==> config.mk <==
export PLATFORM = sky130hd
export DESIGN_NAME = ibex_mult_pext_sequencer
export DESIGN_NICKNAME = d
export VERILOG_FILES = /design/src/rtl/ibex_pkg_pext.sv /design/src/rtl/ibex_mult_pext_sequencer.sv
export SDC_FILE = /design/constraint.sdc
export NUM_CORES = 1
export LEC_CHECK = 0
export ABC_CLOCK_PERIOD_IN_PS = 5000
export CAP_MARGIN = 20
export CORE_AREA = 2 2 123 125
export CTS_CLUSTER_SIZE = 14
export DETAILED_ROUTE_END_ITERATION = 7
export DIE_AREA = 0 0 125 127
export MAX_ROUTING_LAYER = met4
export PLACE_DENSITY_LB_ADDON = 0.1
export SYNTH_ARGS = -nofsm -noshare
export SYNTH_HDL_FRONTEND = slang
export SYNTH_SLANG_ARGS = --single-unit
==> constraint.sdc <==
create_clock -name clk_i -period 5 [get_ports clk_i]
set_input_delay 1.25 -clock clk_i [delete_from_list [all_inputs] [get_ports clk_i]]
set_output_delay 1.25 -clock clk_i [all_outputs]
set_load 0.02 [all_outputs]
==> src/rtl/ibex_pkg_pext.sv <==
// Shared declarations for the Pext/M multiplier path.
//   mult_pext_mode_e : multiplier mode produced by the op decode helper
//   mult_seq_state_e : state of the multi-cycle multiplier sequencer
//   MULT_CYC_*       : encodings of the decoded cycle count
package ibex_pkg_pext;

  typedef enum logic [1:0] {
    M8x8   = 2'b00,
    M16x16 = 2'b01,
    M32x16 = 2'b10,
    M32x32 = 2'b11
  } mult_pext_mode_e;

  typedef enum logic [1:0] {
    MSEQ_IDLE = 2'b00,
    MSEQ_HI   = 2'b01,
    MSEQ_ACC  = 2'b10
  } mult_seq_state_e;

  localparam logic [1:0] MULT_CYC_1 = 2'b00;
  localparam logic [1:0] MULT_CYC_2 = 2'b01;
  localparam logic [1:0] MULT_CYC_3 = 2'b11;

endpackage

==> src/rtl/ibex_mult_pext_sequencer.sv <==
// Multi-cycle sequencer for the Pext/M multiplier path.
// Steps the external 32x16 array through a low-half pass (B[15:0]) and a
// high-half pass (B[31:16]), combines the partial products into a 64-bit
// product and, for 3-cycle ops, borrows the ALU for one add/sub of the
// selected product word.
//
// Ports:
//   clk_i, rst_ni    clock, asynchronous active-low reset
//   mult_en_i        op request, held by ID until valid_o; dropping it kills the op
//   mult_mode_i      multiplier mode (M32x32 always needs two passes)
//   cycle_count_i    decoded cycle count (00 = 1, 01/10 = 2, 11 = 3 cycles)
//   accum_i          op accumulates into rd (ACC step runs for every 3-cycle op)
//   accum_sub_i      bit[1] selects subtract in the ACC step
//   high_word_i      ACC operand is product[63:32] (1) or product[31:0] (0)
//   partial_i        signed partial product for the current b_half_o
//   alu_result_i     ALU sum/difference while alu_req_o is high
//   b_half_o         operand-B half driven to the array
//   alu_req_o        ALU borrowed this cycle
//   alu_sub_o        ALU computes rd - operand
//   alu_operand_o    accumulation operand
//   result_o         result, zero unless valid_o
//   valid_o          one-cycle result pulse per op
//   busy_o           sequencer not idle
//   state_o          current sequencer state (debug)
//
// Handshake: mult_en_i acts as a level request that is held until the cycle
// in which valid_o is high; valid_o is a single-cycle pulse and result_o is
// only meaningful in that cycle. A new request may be presented in the
// cycle right after valid_o. Deasserting mult_en_i before valid_o aborts.
module ibex_mult_pext_sequencer
  import ibex_pkg_pext::*;
#(
  parameter int unsigned PP_W  = 48,
  parameter int unsigned RES_W = 64
) (
  input  logic                 clk_i,
  input  logic                 rst_ni,
  input  logic                 mult_en_i,
  input  mult_pext_mode_e      mult_mode_i,
  input  logic [1:0]           cycle_count_i,
  input  logic                 accum_i,
  input  logic [1:0]           accum_sub_i,
  input  logic                 high_word_i,
  input  logic [PP_W-1:0]      partial_i,
  input  logic [31:0]          alu_result_i,
  output logic                 b_half_o,
  output logic                 alu_req_o,
  output logic                 alu_sub_o,
  output logic [31:0]          alu_operand_o,
  output logic [RES_W-1:0]     result_o,
  output logic                 valid_o,
  output logic                 busy_o,
  output mult_seq_state_e      state_o
);

  mult_seq_state_e  state_q;
  logic [RES_W-1:0] prod_q;
  logic [1:0]       cyc_q;

  logic [1:0]       eff_cnt;
  logic [RES_W-1:0] pp_sext;
  logic [RES_W-1:0] pp_shift;
  logic [RES_W-1:0] hi_sum;

  // accum_i does not change sequencing: a 3-cycle op always runs the ACC
  // step and simply forwards the ALU result. accum_sub_i[0] is consumed
  // elsewhere in the datapath.
  logic unused_inputs;
  assign unused_inputs = accum_i ^ accum_sub_i[0];

  // 2'b10 is folded onto the 2-cycle encoding; a full 32x32 product can
  // never be produced by a single 32x16 pass.
  always_comb begin
    eff_cnt = cycle_count_i;
    if (cycle_count_i == 2'b10) begin
      eff_cnt = MULT_CYC_2;
    end
    if ((mult_mode_i == M32x32) && (cycle_count_i == MULT_CYC_1)) begin
      eff_cnt = MULT_CYC_2;
    end
  end

  assign pp_sext  = {{(RES_W-PP_W){partial_i[PP_W-1]}}, partial_i};
  // High-half partial is weighted by 2^16; bits above RES_W are discarded.
  assign pp_shift = {pp_sext[RES_W-17:0], 16'b0};
  assign hi_sum   = prod_q + pp_shift;

  always_comb begin
    b_half_o      = 1'b0;
    alu_req_o     = 1'b0;
    alu_sub_o     = 1'b0;
    alu_operand_o = 32'b0;
    result_o      = '0;
    valid_o       = 1'b0;
    busy_o        = 1'b0;
    unique case (state_q)
      MSEQ_IDLE: begin
        if (mult_en_i && (eff_cnt == MULT_CYC_1)) begin
          result_o = pp_sext;
          valid_o  = 1'b1;
        end
      end
      MSEQ_HI: begin
        busy_o   = 1'b1;
        b_half_o = 1'b1;
        if (mult_en_i && (cyc_q == MULT_CYC_2)) begin
          result_o = hi_sum;
          valid_o  = 1'b1;
        end
      end
      MSEQ_ACC: begin
        busy_o = 1'b1;
        if (mult_en_i) begin
          alu_req_o     = 1'b1;
          alu_sub_o     = accum_sub_i[1];
          alu_operand_o = high_word_i ? prod_q[RES_W-1 -: 32] : prod_q[31:0];
          result_o      = {{(RES_W-32){1'b0}}, alu_result_i};
          valid_o       = 1'b1;
        end
      end
      default: begin
      end
    endcase
  end

  always_ff @(posedge clk_i or negedge rst_ni) begin
    if (!rst_ni) begin
      state_q <= MSEQ_IDLE;
      prod_q  <= '0;
      cyc_q   <= MULT_CYC_1;
    end else begin
      unique case (state_q)
        MSEQ_IDLE: begin
          if (mult_en_i && (eff_cnt != MULT_CYC_1)) begin
            prod_q  <= pp_sext;
            cyc_q   <= eff_cnt;
            state_q <= MSEQ_HI;
          end
        end
        MSEQ_HI: begin
          if (!mult_en_i || (cyc_q != MULT_CYC_3)) begin
            state_q <= MSEQ_IDLE;
          end else begin
            prod_q  <= hi_sum;
            state_q <= MSEQ_ACC;
          end
        end
        MSEQ_ACC: begin
          state_q <= MSEQ_IDLE;
        end
        default: begin
          state_q <= MSEQ_IDLE;
        end
      endcase
    end
  end

  assign state_o = state_q;

endmodule

==> results.toml <==
[cells_and_area]
multi_input_comb_area_mm2 = 0.00610
final_core_util_pct = 85.2
nets = 1462
syn2layout_area_growth_pct = 73.3
num-fill-cells = 818
seq_area_mm2 = 0.00170
drive_above_1_share_pct = 36.7

[worst_setup_path]
cp-endpoint = "result_o[54]"
critPathArrivalTime_ns = 3.99
critPathLaunchType = "input pin"
path_max_fanout = 3
r2r_start = "prod_q[16]"
startpoint = "partial_i[13]"
rrSetupSlack_ns = 1.45
critPathRequiredTime_ns = 3.75
worstRegToRegCells = 18
timing.rr.end = "prod_q[52]"
end_kind = "output pin"
criticalPathCategory = "input pin to output pin"

[clocking]
cts_tree = "yes"
cts-buffers-inserted = 9
clockRootBuffer = "clkbuf_16"
cts_sinks = 68
htree_levels = 3
clk_pin_slew_ns = 0.06
clock_tree.buffer_depth = 2
insertion_delay_ns = 0.35

[logic_synthesis]
synthArstFlopShare_pct = 100
syn_area_mm2 = 0.00710
yosys_warnings = 0
synth_top_area_share_pct = 24.0
syn_inst = 895
syn_avg_cell_area_um2 = 7.93
ys_top_cells_by_area = "dfrtp_1 (24%), ha_1 (9.0%), mux2i_1 (8.5%), nor2_1 (6.1%), a21oi_1 (5.6%)"
synth-seq-cells = 68
synth_edf_count = 0
syn-num-nets = 1038
synth.most_common_cell = "nor2_1"
yosysSeqAreaShare_pct = 24.0
synthTopCellsByCount = "nor2_1 (116), nand2_1 (85), a21oi_1 (80)"
yosys.area.top_type = "dfrtp_1"
synthDistinctLibCells = 61
ys.flop_type = "dfrtp_1"

[floorplanning]
die_h_um = 127
ios = 194
core_mm2 = 0.0144
start_util_pct = 49.2
die_area_mm2 = 0.0159
row_count = 44
die_w_um = 125

[global_routing]
grt_pass1_vias = 9293
grt_start_max_net_pins = 53
grt-ovfl-total = 0
grt_pass1_wl_um = 52400
grt_usage_pct = 43.6
grt.busiest_layer = "met2"
antenna_found_initial = 1
met3_usage_pct = 7.83
use_met2_pct = 69.9
grt_use_met1_pct = 53.6

[sta]
hold_viol_final = 0
worstMarginPinSlew_ns = 0.853
clock-skew-final_ns = 0.00794
setup_violations = 16
postLayoutSetupSlackWorst_ns = -0.240
timing.slew.headroom_pct = 43.2
fin_crit_ns = 5.24
rsz0062_at_grt = "true"
final.period_utilization_pct = 105
final_max_slew_viol_count = 0
max_freq_ghz = 0.191

[power]
pwr-share-clk_pct = 8.4
leakage_nw = 5.65
power_mw = 8.77
ir_drop_v = 0.000687
power_density_mw_per_mm2 = 713
p_sw_mw = 4.27
power_frac_seq_pct = 14.4
p_sw_share_pct = 48.7
p_comb_share_pct = 77.2
p_int_mw = 4.50

[route]
dr_total_vias = 9776
post_drt_wl_per_cell_um = 24.0
drc = 3
wirelength_um = 36300
ant_nets = 0
dr.pass1.iters = 8
drtIter0Drc = 1369
viasPerCell = 6.48

[place]
post-dp-hpwl_um = 24200
port_buffers = 191
gp_congestion = 1.04
place_ws_ns = -1.26

[outcome]
status = "complete, but fails checks"
violations = "DRC, setup timing"

[hold_path]
hold_path_depth = 1
hold_class = "flop to flop"

[run]
max-cap-violations = 0
-- worst max-delay path: stages --
cell and delay [ns]:
dlygate4sd2_1 0.29, ha_4 0.30, buf_4 0.11, nand2_1 0.11, o211ai_1 0.43, a21boi_2 0.19, o211ai_4 0.14, a31oi_4 0.17
buf_4 0.17, buf_6 0.11, nor3_2 0.13, nor2_1 0.08, xnor2_1 0.21, o21ai_1 0.09, buf_4 0.18
-- timing repair --
item | in CTS | in global routing
setup endpoints to repair | 44 | 53
pin swaps | 71 | 56
buffers inserted | 22 | 18
gates resized for setup | 300 | 120
hold buffers | 0 | 0
-- through the flow --
| stage | TNS [ns] | cells | hold WS, ns | cell area [um2] |
|---|---|---|---|---|
| 2_1_floorplan | 0 | 895 | 0.475 | 7100 |
| 3_3_place_gp | -32.11 | 1454 | 0.510 | 10900 |
| 3_5_place_dp | -34.12 | 1454 | 0.517 | 10900 |
| 4_1_cts | -0.625 | 1490 | 0.531 | 12000 |
| 5_1_grt | -2.97 | 1508 | 0.561 | 12300 |
| 6_report | -1.48 | 1508 | 0.538 | 12300 |
-- layer usage --
metal,vias to the layer above,wire (um)
met5,-,0
met4,0,2370
met3,191,3630
met2,752,16600
met1,4621,13600
li1,4212,-
-- cell usage in the layout (no fill, tap or decap), types with 5 or more instances in the layout --
cell type / n
ha_1: 12
o21ai_0: 53
a22o_1: 20
nand2b_1: 5
dfrtp_1: 68
or3_1: 7
nor2_1: 110
buf_4: 280
a21oi_2: 21
a22oi_1: 8
o211ai_1: 9
a21o_1: 28
xnor2_2: 7
nand2_1: 83
nor2_2: 6
a222oi_1: 32
buf_6: 11
clkbuf_16: 9
nand3_1: 15
xor2_1: 14
o21ai_1: 11
a211oi_1: 6
buf_2: 22
nand4_1: 10
a211o_1: 6
and3_1: 5
clkdlybuf4s50_1: 106
o21a_1: 9
nor3_1: 5
mux2i_1: 60
xnor2_1: 20
o21bai_1: 11
inv_1: 12
dlygate4sd2_1: 19
ha_4: 37
clkbuf_2: 19
a21oi_1: 56
dlymetal6s2s_1: 6
-- power by group through the flow --
stage               combinational (mW)  sequential (mW)  clock (mW)
finish                            6.77             1.26       0.734
global route                      7.14             1.27       0.739
CTS                               6.05             1.22       0.718
detailed placement                5.54             1.16           0
global placement                  5.48             1.16           0
floorplan                         3.10            0.997           0
-- area by class of cell --
| type | instances | share of cell area [%] |
|---|---|---|
| inverters | 14 | 0.427 |
| multi-input cells | 753 | 49.6 |
| diodes | 1 | 0.0204 |
| clock buffers | 11 | 1.97 |
| clock inverters | 4 | 0.600 |
| repair buffers | 473 | 31.6 |
| flip-flops and latches | 68 | 13.8 |
| well taps | 184 | 1.87 |
-- cells by family after synthesis --
group / Yosys count / synth area share [%]
and+or+nand+nor: 271 / 16.4
xor gates and xnor gates: 45 / 5.55
adders and majority gates: 52 / 9.28
muxes: 60 / 8.46
DFF: 68 / 24.0
AOI/OAI and AO/OA: 325 / 32.3
buffers and inverters: 74 / 3.99
-- how the worst min path moves through the flow --
| stage | endpoint | from | slack (ns) |
|---|---|---|---|
| floorplan | prod_q[16] | prod_q[16] | 0.47 |
| global placement | prod_q[16] | prod_q[16] | 0.51 |
| detailed placement | prod_q[1] | prod_q[1] | 0.52 |
| CTS | prod_q[1] | prod_q[1] | 0.53 |
| global route | prod_q[8] | prod_q[8] | 0.56 |
| finish | cyc_q[0] | cyc_q[0] | 0.54 |
-- registers in the layout (all words and copies together), names as in the netlist --
signal / flops
cyc_q: 2
prod_q: 64
state_o: 2
(Power assumes the default switching activity.)
